$ cat src/rtl/noc_pkg.sv
// Shared NoC types: flit encoding, HEAD field layout, FSM state types and width defaults.
// The mesh nodes import the same package.
package noc_pkg;

   localparam int NOC_COORD_W = 4;
   localparam int NOC_DATA_W  = 32;

   typedef enum logic [1:0] {
      FLIT_BODY = 2'b00,
      FLIT_HEAD = 2'b01,
      FLIT_TAIL = 2'b10,
      FLIT_RSVD = 2'b11
   } flit_type_t;

   typedef struct packed {
      flit_type_t              ftype;
      logic [NOC_DATA_W-1:0]   data;
   } flit_t;

   // HEAD payload field index; bit offset is index*COORD_W, upper bits zero
   localparam int HEAD_SRC_Y_F = 0;
   localparam int HEAD_SRC_X_F = 1;
   localparam int HEAD_DST_Y_F = 2;
   localparam int HEAD_DST_X_F = 3;

   typedef enum logic [1:0] {TX_IDLE, TX_HEAD_WAIT, TX_BODY} tx_state_e;
   typedef enum logic       {RX_WAIT_HEAD, RX_PAYLOAD}        rx_state_e;

endpackage

$ cat src/rtl/mesh_edge_ni_if.sv
// Host-side and mesh-side handshake bundle of the edge NI.
interface mesh_edge_ni_if #(
   parameter int COORD_W = noc_pkg::NOC_COORD_W,
   parameter int DATA_W  = noc_pkg::NOC_DATA_W
);
   logic               tx_valid;
   logic               tx_ready;
   logic [COORD_W-1:0] tx_dest_x;
   logic [COORD_W-1:0] tx_dest_y;
   logic [DATA_W-1:0]  tx_data;
   logic               tx_last;

   logic               out_valid;
   logic               out_ready;
   logic [DATA_W+1:0]  out_flit;

   logic               in_valid;
   logic               in_ready;
   logic [DATA_W+1:0]  in_flit;

   logic               rx_valid;
   logic               rx_ready;
   logic [DATA_W-1:0]  rx_data;
   logic [COORD_W-1:0] rx_src_x;
   logic [COORD_W-1:0] rx_src_y;
   logic               rx_last;
   logic [7:0]         rx_err_cnt;

   modport slave (
      input  tx_valid, tx_dest_x, tx_dest_y, tx_data, tx_last, out_ready, in_valid, in_flit, rx_ready,
      output tx_ready, out_valid, out_flit, in_ready, rx_valid, rx_data, rx_src_x, rx_src_y, rx_last,
             rx_err_cnt
   );

   modport master (
      output tx_valid, tx_dest_x, tx_dest_y, tx_data, tx_last, out_ready, in_valid, in_flit, rx_ready,
      input  tx_ready, out_valid, out_flit, in_ready, rx_valid, rx_data, rx_src_x, rx_src_y, rx_last,
             rx_err_cnt
   );
endinterface

$ cat src/rtl/noc_sync_fifo.sv
// Synchronous FIFO, power-of-two depth; pointers wrap naturally, occupancy in a separate count.
module noc_sync_fifo #(
   parameter int DEPTH = 4,
   parameter int WIDTH = 8
) (
   input  logic             clk,
   input  logic             rst,
   input  logic             push_i,
   input  logic             pop_i,
   input  logic [WIDTH-1:0] wdata_i,
   output logic [WIDTH-1:0] rdata_o,
   output logic             full_o,
   output logic             empty_o
);
   localparam int AW    = $clog2(DEPTH);
   localparam int CNT_W = $clog2(DEPTH + 1);

   logic [WIDTH-1:0] mem [DEPTH];
   logic [AW-1:0]    wr_q, rd_q;
   logic [CNT_W-1:0] cnt_q;
   logic             do_push, do_pop;

   assign full_o  = (cnt_q == CNT_W'(DEPTH));
   assign empty_o = (cnt_q == '0);
   assign do_push = push_i && !full_o;
   assign do_pop  = pop_i && !empty_o;
   assign rdata_o = mem[rd_q];

   always_ff @(posedge clk) begin
      if (rst) begin
         wr_q  <= '0;
         rd_q  <= '0;
         cnt_q <= '0;
      end else begin
         if (do_push) wr_q <= wr_q + AW'(1);
         if (do_pop)  rd_q <= rd_q + AW'(1);
         case ({do_push, do_pop})
            2'b10:   cnt_q <= cnt_q + CNT_W'(1);
            2'b01:   cnt_q <= cnt_q - CNT_W'(1);
            default: cnt_q <= cnt_q;
         endcase
      end
   end

   always_ff @(posedge clk) begin
      if (!rst && do_push) mem[wr_q] <= wdata_i;
   end
endmodule

$ cat src/rtl/mesh_edge_ni.sv
// Edge NI: packetizes host words into HEAD/BODY/TAIL flits toward the mesh and
// reassembles mesh flits into a source-tagged host word stream.
module mesh_edge_ni
   import noc_pkg::*;
#(
   parameter int SRC_X      = 0,
   parameter int SRC_Y      = 1,
   parameter int COORD_W    = NOC_COORD_W,
   parameter int DATA_W     = NOC_DATA_W,
   parameter int FIFO_DEPTH = 4
) (
   input logic           clk,
   input logic           rst,
   mesh_edge_ni_if.slave bus
);
   localparam int ENT_W = 1 + 2*COORD_W + DATA_W;

   // ---------------- TX ----------------
   logic [ENT_W-1:0]   fifo_rdata;
   logic               fifo_full, fifo_empty, fifo_pop;
   logic               hd_last;
   logic [COORD_W-1:0] hd_dx, hd_dy;
   logic [DATA_W-1:0]  hd_data, head_data;
   logic [DATA_W+1:0]  body_flit;

   tx_state_e          tx_state_q, tx_state_d;
   logic               out_valid_q, out_valid_d;
   logic [DATA_W+1:0]  out_flit_q, out_flit_d;

   noc_sync_fifo #(.DEPTH(FIFO_DEPTH), .WIDTH(ENT_W)) u_tx_fifo (
      .clk     (clk),
      .rst     (rst),
      .push_i  (bus.tx_valid),
      .pop_i   (fifo_pop),
      .wdata_i ({bus.tx_last, bus.tx_dest_x, bus.tx_dest_y, bus.tx_data}),
      .rdata_o (fifo_rdata),
      .full_o  (fifo_full),
      .empty_o (fifo_empty)
   );

   assign bus.tx_ready = !fifo_full;
   assign {hd_last, hd_dx, hd_dy, hd_data} = fifo_rdata;
   assign body_flit = {hd_last ? FLIT_TAIL : FLIT_BODY, hd_data};

   always_comb begin
      head_data = '0;
      head_data[HEAD_DST_X_F*COORD_W +: COORD_W] = hd_dx;
      head_data[HEAD_DST_Y_F*COORD_W +: COORD_W] = hd_dy;
      head_data[HEAD_SRC_X_F*COORD_W +: COORD_W] = COORD_W'(SRC_X);
      head_data[HEAD_SRC_Y_F*COORD_W +: COORD_W] = COORD_W'(SRC_Y);
   end

   // A FIFO entry is popped when it moves into the output register, so the
   // output register alone owns the flit while the mesh stalls.
   always_comb begin
      tx_state_d  = tx_state_q;
      out_valid_d = out_valid_q;
      out_flit_d  = out_flit_q;
      fifo_pop    = 1'b0;
      case (tx_state_q)
         TX_IDLE: if (!fifo_empty) begin
            out_valid_d = 1'b1;
            out_flit_d  = {FLIT_HEAD, head_data};
            tx_state_d  = TX_HEAD_WAIT;
         end
         TX_HEAD_WAIT: if (bus.out_ready) begin
            out_valid_d = 1'b1;
            out_flit_d  = body_flit;
            fifo_pop    = 1'b1;
            tx_state_d  = TX_BODY;
         end
         TX_BODY: if (!out_valid_q || bus.out_ready) begin
            if (out_valid_q && flit_type_t'(out_flit_q[DATA_W+1 -: 2]) == FLIT_TAIL) begin
               out_valid_d = 1'b0;
               tx_state_d  = TX_IDLE;
            end else if (!fifo_empty) begin
               out_valid_d = 1'b1;
               out_flit_d  = body_flit;
               fifo_pop    = 1'b1;
            end else begin
               out_valid_d = 1'b0;
            end
         end
         default: tx_state_d = TX_IDLE;
      endcase
   end

   assign bus.out_valid = out_valid_q;
   assign bus.out_flit  = out_flit_q;

   // ---------------- RX ----------------
   rx_state_e          rx_state_q, rx_state_d;
   logic               rx_valid_q, rx_valid_d;
   logic [DATA_W-1:0]  rx_data_q, rx_data_d;
   logic [COORD_W-1:0] rx_src_x_q, rx_src_x_d, rx_src_y_q, rx_src_y_d;
   logic               rx_last_q, rx_last_d;
   logic [7:0]         rx_err_q, rx_err_d;
   logic               in_ready, in_hs, err_inc;
   flit_type_t         in_type;

   assign in_ready = (rx_state_q == RX_WAIT_HEAD) || !rx_valid_q || bus.rx_ready;
   assign in_hs    = bus.in_valid && in_ready;
   assign in_type  = flit_type_t'(bus.in_flit[DATA_W+1 -: 2]);

   always_comb begin
      rx_state_d = rx_state_q;
      rx_valid_d = rx_valid_q && !bus.rx_ready;
      rx_data_d  = rx_data_q;
      rx_last_d  = rx_last_q;
      rx_src_x_d = rx_src_x_q;
      rx_src_y_d = rx_src_y_q;
      err_inc    = 1'b0;
      if (in_hs) begin
         case (rx_state_q)
            RX_WAIT_HEAD: if (in_type == FLIT_HEAD) begin
               rx_src_x_d = bus.in_flit[HEAD_SRC_X_F*COORD_W +: COORD_W];
               rx_src_y_d = bus.in_flit[HEAD_SRC_Y_F*COORD_W +: COORD_W];
               rx_state_d = RX_PAYLOAD;
            end else begin
               err_inc = 1'b1;
            end
            default: if (in_type == FLIT_BODY || in_type == FLIT_TAIL) begin
               rx_valid_d = 1'b1;
               rx_data_d  = bus.in_flit[DATA_W-1:0];
               rx_last_d  = (in_type == FLIT_TAIL);
               if (in_type == FLIT_TAIL) rx_state_d = RX_WAIT_HEAD;
            end else begin
               err_inc = 1'b1;
            end
         endcase
      end
      rx_err_d = (err_inc && rx_err_q != 8'hFF) ? rx_err_q + 8'd1 : rx_err_q;
   end

   assign bus.in_ready   = in_ready;
   assign bus.rx_valid   = rx_valid_q;
   assign bus.rx_data    = rx_data_q;
   assign bus.rx_src_x   = rx_src_x_q;
   assign bus.rx_src_y   = rx_src_y_q;
   assign bus.rx_last    = rx_last_q;
   assign bus.rx_err_cnt = rx_err_q;

   always_ff @(posedge clk) begin
      if (rst) begin
         tx_state_q  <= TX_IDLE;
         out_valid_q <= 1'b0;
         out_flit_q  <= '0;
         rx_state_q  <= RX_WAIT_HEAD;
         rx_valid_q  <= 1'b0;
         rx_data_q   <= '0;
         rx_last_q   <= 1'b0;
         rx_src_x_q  <= '0;
         rx_src_y_q  <= '0;
         rx_err_q    <= '0;
      end else begin
         tx_state_q  <= tx_state_d;
         out_valid_q <= out_valid_d;
         out_flit_q  <= out_flit_d;
         rx_state_q  <= rx_state_d;
         rx_valid_q  <= rx_valid_d;
         rx_data_q   <= rx_data_d;
         rx_last_q   <= rx_last_d;
         rx_src_x_q  <= rx_src_x_d;
         rx_src_y_q  <= rx_src_y_d;
         rx_err_q    <= rx_err_d;
      end
   end
endmodule

$ cat src/flat_wrapper.sv
// flat-port wrapper written by rule: the top's interface ports become plain ports
module mesh_edge_ni_flat import noc_pkg::*;
#(
   parameter int SRC_X      = 0,
   parameter int SRC_Y      = 1,
   parameter int COORD_W    = NOC_COORD_W,
   parameter int DATA_W     = NOC_DATA_W,
   parameter int FIFO_DEPTH = 4
)
  (clk, rst, bus_tx_valid, bus_tx_dest_x, bus_tx_dest_y, bus_tx_data, bus_tx_last, bus_out_ready, bus_in_valid, bus_in_flit, bus_rx_ready, bus_tx_ready, bus_out_valid, bus_out_flit, bus_in_ready, bus_rx_valid, bus_rx_data, bus_rx_src_x, bus_rx_src_y, bus_rx_last, bus_rx_err_cnt);
  mesh_edge_ni_if #(.COORD_W(COORD_W), .DATA_W(DATA_W)) bus_i ();
  input logic clk;
  input logic rst;
  input wire logic [$bits(bus_i.tx_valid)-1:0] bus_tx_valid;
  input wire logic [$bits(bus_i.tx_dest_x)-1:0] bus_tx_dest_x;
  input wire logic [$bits(bus_i.tx_dest_y)-1:0] bus_tx_dest_y;
  input wire logic [$bits(bus_i.tx_data)-1:0] bus_tx_data;
  input wire logic [$bits(bus_i.tx_last)-1:0] bus_tx_last;
  input wire logic [$bits(bus_i.out_ready)-1:0] bus_out_ready;
  input wire logic [$bits(bus_i.in_valid)-1:0] bus_in_valid;
  input wire logic [$bits(bus_i.in_flit)-1:0] bus_in_flit;
  input wire logic [$bits(bus_i.rx_ready)-1:0] bus_rx_ready;
  output wire logic [$bits(bus_i.tx_ready)-1:0] bus_tx_ready;
  output wire logic [$bits(bus_i.out_valid)-1:0] bus_out_valid;
  output wire logic [$bits(bus_i.out_flit)-1:0] bus_out_flit;
  output wire logic [$bits(bus_i.in_ready)-1:0] bus_in_ready;
  output wire logic [$bits(bus_i.rx_valid)-1:0] bus_rx_valid;
  output wire logic [$bits(bus_i.rx_data)-1:0] bus_rx_data;
  output wire logic [$bits(bus_i.rx_src_x)-1:0] bus_rx_src_x;
  output wire logic [$bits(bus_i.rx_src_y)-1:0] bus_rx_src_y;
  output wire logic [$bits(bus_i.rx_last)-1:0] bus_rx_last;
  output wire logic [$bits(bus_i.rx_err_cnt)-1:0] bus_rx_err_cnt;
  assign bus_i.tx_valid = bus_tx_valid;
  assign bus_i.tx_dest_x = bus_tx_dest_x;
  assign bus_i.tx_dest_y = bus_tx_dest_y;
  assign bus_i.tx_data = bus_tx_data;
  assign bus_i.tx_last = bus_tx_last;
  assign bus_i.out_ready = bus_out_ready;
  assign bus_i.in_valid = bus_in_valid;
  assign bus_i.in_flit = bus_in_flit;
  assign bus_i.rx_ready = bus_rx_ready;
  assign bus_tx_ready = bus_i.tx_ready;
  assign bus_out_valid = bus_i.out_valid;
  assign bus_out_flit = bus_i.out_flit;
  assign bus_in_ready = bus_i.in_ready;
  assign bus_rx_valid = bus_i.rx_valid;
  assign bus_rx_data = bus_i.rx_data;
  assign bus_rx_src_x = bus_i.rx_src_x;
  assign bus_rx_src_y = bus_i.rx_src_y;
  assign bus_rx_last = bus_i.rx_last;
  assign bus_rx_err_cnt = bus_i.rx_err_cnt;
  mesh_edge_ni #(.SRC_X(SRC_X), .SRC_Y(SRC_Y), .COORD_W(COORD_W), .DATA_W(DATA_W), .FIFO_DEPTH(FIFO_DEPTH)) u_core (.clk(clk), .rst(rst), .bus(bus_i));
endmodule
$ cat config.mk
export PLATFORM = sky130hd
export DESIGN_NAME = mesh_edge_ni_flat
export DESIGN_NICKNAME = d
export VERILOG_FILES = /design/src/rtl/noc_pkg.sv /design/src/rtl/mesh_edge_ni_if.sv /design/src/rtl/noc_sync_fifo.sv /design/src/rtl/mesh_edge_ni.sv /design/src/flat_wrapper.sv
export SDC_FILE = /design/constraint.sdc
export NUM_CORES = 1
export LEC_CHECK = 0
export CAP_MARGIN = 40
export CORE_AREA = 2 2 153 155
export CTS_CLUSTER_SIZE = 40
export DETAILED_ROUTE_END_ITERATION = 16
export DIE_AREA = 0 0 155 157
export PLACE_DENSITY = 0.71
export SLEW_MARGIN = 20
export SYNTH_ARGS = -nofsm -noshare
export SYNTH_HDL_FRONTEND = slang
export SYNTH_SLANG_ARGS = --single-unit
export TNS_END_PERCENT = 1
$ cat constraint.sdc
create_clock -name clk -period 2.95 [get_ports clk]
set_input_delay 0.295 -clock clk [delete_from_list [all_inputs] [get_ports clk]]
set_output_delay 0.295 -clock clk [all_outputs]
set_load 0.1 [all_outputs]
Word level (Yosys, flattened, before mapping)
Memory sizes are Yosys's and may differ from the RTL's. A register that Yosys moved wholly into a read port is not among the register bits.
Index checks and enable logic that the tools add are counted.
{"block": "totals", "inputBits": 81, "memories": 1, "mem_bits_rw": 164, "wordCells": 99, "out_inout_bits": 87, "ff_bits": 95}
{"memory": "u_core.u_tx_fifo.mem", "words": 4, "word_bits": 41, "read_ports": 1, "rd_ports_with_merged_regs": 1, "wr": 1, "line": "noc_sync_fifo.sv:18", "text": "logic [WIDTH-1:0] mem [DEPTH];"}
{"block": "classes", "n_addsub": 5, "muxes": 37, "reduce_logical": 27, "n_eq_ne": 15, "n_bitwise": 1}
{"cell": "$mux W34", "n": 5}
{"cell": "$pmux W34 S3", "n": 1}
{"cell": "$mux W1", "n": 20}
{"cell": "$mux W2", "n": 7}
{"cell": "$add A8 B1 Y8 const B", "n": 1}
{"cell": "$eq A2 B2 Y1 const B", "n": 4}
{"cell": "$ne A2 B2 Y1 const B", "n": 4}
{"cell": "$ne A8 B8 Y1 const B", "n": 1}
{"cell": "$reduce_and A4 Y1", "n": 2}
{"cell": "$logic_and A1 B1 Y1", "n": 7}
{"cell": "$eq A2 B1 Y1 const B", "n": 3}
{"cell": "$logic_not A1 Y1", "n": 6}
{"cell": "$pmux W2 S3", "n": 1}
{"cell": "$pmux W3 S2", "n": 1}
{"cell": "$reduce_and A3 Y1", "n": 2}
{"cell": "$reduce_and A6 Y1", "n": 1}
{"cell": "$add A2 B1 Y2 const B", "n": 2}
{"cell": "$logic_not A2 Y1", "n": 2}
{"cell": "$logic_or A1 B1 Y1", "n": 4}
{"cell": "$ne A2 B1 Y1 const B", "n": 2}
{"cell": "$add A3 B1 Y3 const B", "n": 1}
{"cell": "$eq A3 B3 Y1 const B", "n": 1}
{"cell": "$logic_not A3 Y1", "n": 1}
{"cell": "$pmux W1 S3", "n": 1}
{"cell": "5 further kinds", "n": 5}

Logic depth before layout (Yosys ltp)
Gate-level depths: netlist (run 1).
{"block": "logic_depth", "ltp_word": 8, "depth_mapped": 13, "mapped_depth_nobuf": 11}

Hierarchy
From an unflattened synthesis (run 1), not the netlist that was laid out.
{"block": "unflattened", "cells_unflattened": 700, "hier_area_um2": 10112.2}
{"module": "noc_sync_fifo", "cells_each": 269, "area_each_um2": 6453.7, "seq_area_each_um2": 5104.9, "instances": 1}
{"module": "mesh_edge_ni", "cells_each": 431, "area_each_um2": 3658.5, "seq_area_each_um2": 1761.7, "instances": 1}

Worst setup path after synthesis (run 1)
OpenSTA, ideal clock, no wires.
{"block": "synth_path", "kind": "register -> register", "from": "register u_core.tx_state_q[0]", "to": "register u_core.u_tx_fifo.cnt_q[2]", "arrival_time_ps": 2804, "setup_time_ps": 70, "period_less_slack_ps": 2874, "t_required_ps": 2880, "stages_incl_launch_ff": 14, "slack_ps": 76, "path_buffers": 4, "path_cell_list": "dfxtp_1 inv_1 ha_1 buf_2 buf_2 buf_2 buf_2 and3_1 ha_1 inv_1 fa_1 xor2_1 or3_1 a21oi_1"}
{"block": "synth_between", "elab_chain_len": 5, "elab_cells_between_ends": 8, "classes_between": "eq/ne: 4; mux: 2; reduce/logical: 2"}
{"element": "start, declared", "line": "mesh_edge_ni.sv:26", "text": "tx_state_e tx_state_q, tx_state_d;"}
{"element": "start signal, assigned", "line": "mesh_edge_ni.sv:156", "text": "tx_state_q <= tx_state_d;"}
{"element": "$eq A2 B2 Y1 / $eq A2 B1 Y1 (equally long branches)", "line": "mesh_edge_ni.sv:60", "text": "case (tx_state_q)"}
{"element": "$pmux W1 S2 (*)", "line": "mesh_edge_ni.sv:60"}
{"element": "$logic_and A1 B1 Y1 (*)", "line": "noc_sync_fifo.sv:26", "text": "assign do_pop = pop_i && !empty_o;"}
{"element": "via u_core.u_tx_fifo.do_pop", "line": "noc_sync_fifo.sv:21", "text": "logic do_push, do_pop;"}
{"element": "$eq A2 B1 Y1 / $eq A2 B2 Y1 (equally long branches)", "line": "noc_sync_fifo.sv:37", "text": "case ({do_push, do_pop})"}
{"element": "$pmux W3 S2 / $reduce_bool A2 Y1 (equally long branches)"}
{"element": "end signal, assigned", "line": "noc_sync_fifo.sv:38", "text": "2'b10: cnt_q <= cnt_q + CNT_W'(1);"}
{"element": "end signal, assigned", "line": "noc_sync_fifo.sv:39", "text": "2'b01: cnt_q <= cnt_q - CNT_W'(1);"}
{"element": "end signal, assigned", "line": "noc_sync_fifo.sv:40", "text": "default: cnt_q <= cnt_q;"}
{"element": "end, declared", "line": "noc_sync_fifo.sv:20", "text": "logic [CNT_W-1:0] cnt_q;"}
Mark *: on every way through the listed nets, which the timed path passes. The rest lies on a longest branch.
A chain may end at the register's enable or synchronous reset.

Final worst setup path (run 1)
Same ends and word-level chain as after synthesis.

==> key figures, run 1 <==
STA
  – Final Slew Violations: 0
  – Post-layout worst setup margin: 0.264 ns
  – Endpoints failing hold: 0
  – Headroom to the max-slew limit: 44.6%
  – Post-route setup TNS: 0 ns
  – Final Critical Period: 2.69 ns
  – Worst setup skew after layout: 0.00774 ns
  – Fraction of the cycle the final worst path needs: 91.1%
  – Transition time at the pin with the least slew margin: 0.831 ns
  – Highest clock rate: 372 MHz
  – Final setup violating endpoints: 0
  – Setup repair after global routing missed its margin: false

Worst setup path
  – Launching element type of the critical path: flip-flop
  – WP data arrival: 3.14 ns
  – Terminus of the critical flop-to-flop path: u_core.u_tx_fifo.cnt_q[2]
  – Biggest fanout along the worst timing path: 7
  – Sort of element at the end of the critical path: flip-flop
  – Crit path required time: 3.40 ns
  – Reg2reg setup slack: 0.26 ns
  – Launching point of the worst reg2reg path: u_core.tx_state_q[0]
  – R2r worst-path depth: 11
  – Category of the critical setup timing path: flip-flop to flip-flop

Synthesis
  – Mapped Nets: 786
  – Post-Synthesis Mean Instance Area: 14.5 um2
  – Synth Flop Type: edfxtp_1
  – Proportion of synthesized flip-flops having asynchronous set or reset: 0%
  – #FFs+latches synth: 261
  – Netlist Area Pre-Place: 0.0101 mm2
  – Ys Warns: 0
  – Number of synthesized flops with an enable pin: 164
  – Netlist cell types: 50
  – Post-Synthesis Cells: 693
  – Sequential cell area fraction in the yosys report: 68.2%

Global route
  – Maximum number of pins on one net before global-route repair: 64
  – Total gr overflow: 0
  – Number of antenna violations at the first check in global routing: 1
  – Vias in the first global route: 6351
  – Overall fraction of global-route tracks in use: 17.9%
  – First-pass GRT wire length: 34500 um

Layout
  – Layout-stage area growth over the synthesis result: 27.7%
  – Share of cells above drive strength 1: 24.9%
  – Diode insertion count for antenna repair: 0
  – Fillers: 1795
  – Fin nets: 954

Die
  – Boundary pin count: 168
  – Die outline width: 155 um
  – Die Ht: 157 um
  – Overall die area: 0.0243 mm2
  – Core region area: 0.0225 mm2
  – Starting utilization of the core area: 44.8%
  – Number of placement rows: 55

Flow run
  – Max-Cap Viols: 0

Detailed routing
  – Routed Wire Length: 22000 um
  – Per-cell via count in the routed design: 5.45
  – Post-detailed-route wirelength per cell: 18.8 um
  – Post-detailed-route count of antenna-violating nets: 0
  – Total number of vias: 6360
  – First-pass iteration count of the detailed router: 4
  – Violation count after the first detailed-routing iteration: 467
  – # DRC: 0

Hold path
  – Depth of the worst hold-timing path: 2
  – Hold/Removal Path Class: input port to flip-flop
  – Origin of the worst min-delay path: rst
  – Terminating pin of the worst hold path: u_core.u_tx_fifo.wr_q[0]

Clocking
  – Number of clock sinks: 261
  – Max Buffers Root-to-Sink: 3
  – Number of H-tree levels: 1
  – Number of hold buffers added after cts: 0
  – Number of setup buffers added after CTS: 0
  – Clock-pin slew on the worst setup and hold paths: 0.06 ns
  – CTS tree: done
  – PostCTS Resize Cnt: 0
  – Num CTS Buffers: 26
  – Root buf cell: clkbuf_16
  – Clock latency on the worst-skew pair: 0.52 ns

Power and ir drop
  – Power density over the cells: 842 mW/mm2
  – Peak VDD IR: 0.000715 V
  – Leakage dissipation: 4.41 nW

Place
  – Count of input and output buffers: 167
  – Final weighted congestion in routability-driven placement: 0.738
  – Half-perimeter wire length after detailed placement: 13800 um
  – Setup slack at placement: 0.176 ns

Run status
  – Result of the run: complete, no violations
-- Yosys cell counts (2+ instances only) --
cell type,instances,area [um2]
nor4_1,2,12.5
a311oi_2,9,135
a21oi_1,82,410
o21ai_0,9,45.0
mux2i_1,18,180
mux4_2,41,923
nand2_1,75,282
inv_1,13,48.8
or4_1,4,30.0
nand4_1,27,169
nand3_1,6,30.0
and2_1,4,25.0
or3_1,3,18.8
o31ai_1,4,30.0
nor2b_1,7,43.8
ha_1,11,138
buf_2,19,95.1
nor2_1,18,67.6
edfxtp_1,164,4920
mux2_1,2,22.5
buf_1,6,22.5
clkbuf_1,20,75.1
buf_4,4,30.0
o21ai_1,21,105
nand2b_1,2,12.5
dfxtp_1,97,1940
xor2_1,2,17.5
-- worst max path at each step --
stage	startpoint	end	slack, ns	cells after the start
5_1_grt	u_core.tx_state_q[0]	u_core.u_tx_fifo.cnt_q[2]	0.07	11
2_1_floorplan	u_core.tx_state_q[0]	u_core.u_tx_fifo.cnt_q[2]	0.08	13
4_1_cts	u_core.tx_state_q[0]	u_core.u_tx_fifo.cnt_q[2]	0.25	11
3_3_place_gp	bus_out_ready	u_core.u_tx_fifo.cnt_q[2]	0.29	10
3_5_place_dp	bus_out_ready	u_core.u_tx_fifo.cnt_q[2]	0.18	10
6_report	u_core.tx_state_q[0]	u_core.u_tx_fifo.cnt_q[2]	0.26	11
-- placed cells by master, fill, tap and decap left out, drive strengths merged, types with 2 or more instances in the layout --
master,instances
a21oi,82
a311oi,9
and2,4
buf,109
bufinv,2
clkbuf,41
clkdlybuf4s50,81
clkinv,4
dfxtp,97
edfxtp,164
ha,11
inv,13
mux2,3
mux2i,18
mux4,41
nand2,75
nand2b,2
nand3,6
nand4,27
nor2,18
nor2b,7
nor4,2
o21ai,30
o31ai,4
or3,3
or4,4
xor2,2
-- state kept, by name (all words and copies together) (netlist names), named ones only --
signal                  flops
u_core.bus.rx_last          1
u_core.bus.rx_err_cnt       8
u_core.bus.rx_src_y         4
u_core.bus.rx_src_x         4
u_core.bus.rx_valid         1
u_core.tx_state_q           2
u_core.u_tx_fifo.wr_q       2
u_core.bus.out_valid        1
u_core.rx_state_q           1
u_core.bus.out_flit        34
u_core.u_tx_fifo.rd_q       2
u_core.u_tx_fifo.cnt_q      3
u_core.u_tx_fifo.mem      164
u_core.bus.rx_data         32
-- metal layers --
layer | track usage [%] | part of all wire, %
met4 | 4.32 | 1.6
met5 | 0 | 0.055
met3 | 4.63 | 7.6
met2 | 29.9 | 47
met1 | 23.6 | 44
-- cell families (layout without fill, tap and decap cells) --
group | count (synthesis) | after routing | share of synthesized area, %
buf+inv | 63 | 251 | 2.81
mux | 62 | 62 | 11.3
compound gates | 134 | 134 | 8.20
xor+xnor | 3 | 3 | 0.261
fa+ha+maj | 12 | 12 | 1.57
flops | 261 | 261 | 68.2
simple gates | 158 | 158 | 7.71
-- area by class of cell --
class	count	area, um2	share of cell area, %
well taps	285	357	2.77
multi-input cells	369	2950	22.9
clock buffers	41	817	6.35
repair buffers	190	1730	13.5
flip-flops and latches	261	6870	53.4
clock inverters	7	90.1	0.700
inverters	13	48.8	0.379
-- critical path, stage by stage (launching register included) --
cell      delay, ns
dfxtp_1        0.35
inv_1          0.09
ha_1           0.34
nand2_1        0.09
o221ai_1       0.31
and3_1         0.22
ha_1           0.17
inv_1          0.06
fa_1           0.38
xor2_1         0.16
or3_1          0.31
a21oi_1        0.13
-- through the flow --
step | total power [W] | hold slack [ns] | cell area, um2 | utilization (%) | cells
floorplan | 0.00666 | 0.394 | 10100 | - | 693
global placement | 0.00741 | 0.442 | 11900 | 52.8 | 1114
detailed placement | 0.00751 | 0.448 | 12000 | 53.1 | 1118
CTS | 0.0109 | 0.107 | 12900 | 57.2 | 1166
global route | 0.0113 | 0.130 | 12900 | 57.2 | 1166
finish | 0.0108 | 0.132 | 12900 | 57.2 | 1166
-- power breakdown --
group	internal [W]	switching [W]	total (W)
Clock	0.00207	0.00133	0.00340
Combinational	0.000905	0.00223	0.00313
Sequential	0.00414	0.000164	0.00430
Total	0.00712	0.00372	0.0108
No activity file was read; power rests on OpenSTA's default activity.
==> run 2: changes to the inputs <==
--- a/config.mk
+++ b/config.mk
@@ -11,6 +11,7 @@
 export DETAILED_ROUTE_END_ITERATION = 16
 export DIE_AREA = 0 0 155 157
 export PLACE_DENSITY = 0.71
+export SKIP_CTS_REPAIR_TIMING = 1
 export SLEW_MARGIN = 20
 export SYNTH_ARGS = -nofsm -noshare
 export SYNTH_HDL_FRONTEND = slang
==> results of run 2 <==
Same layout as run 1: the final DEF is identical, and so are final timing and power.
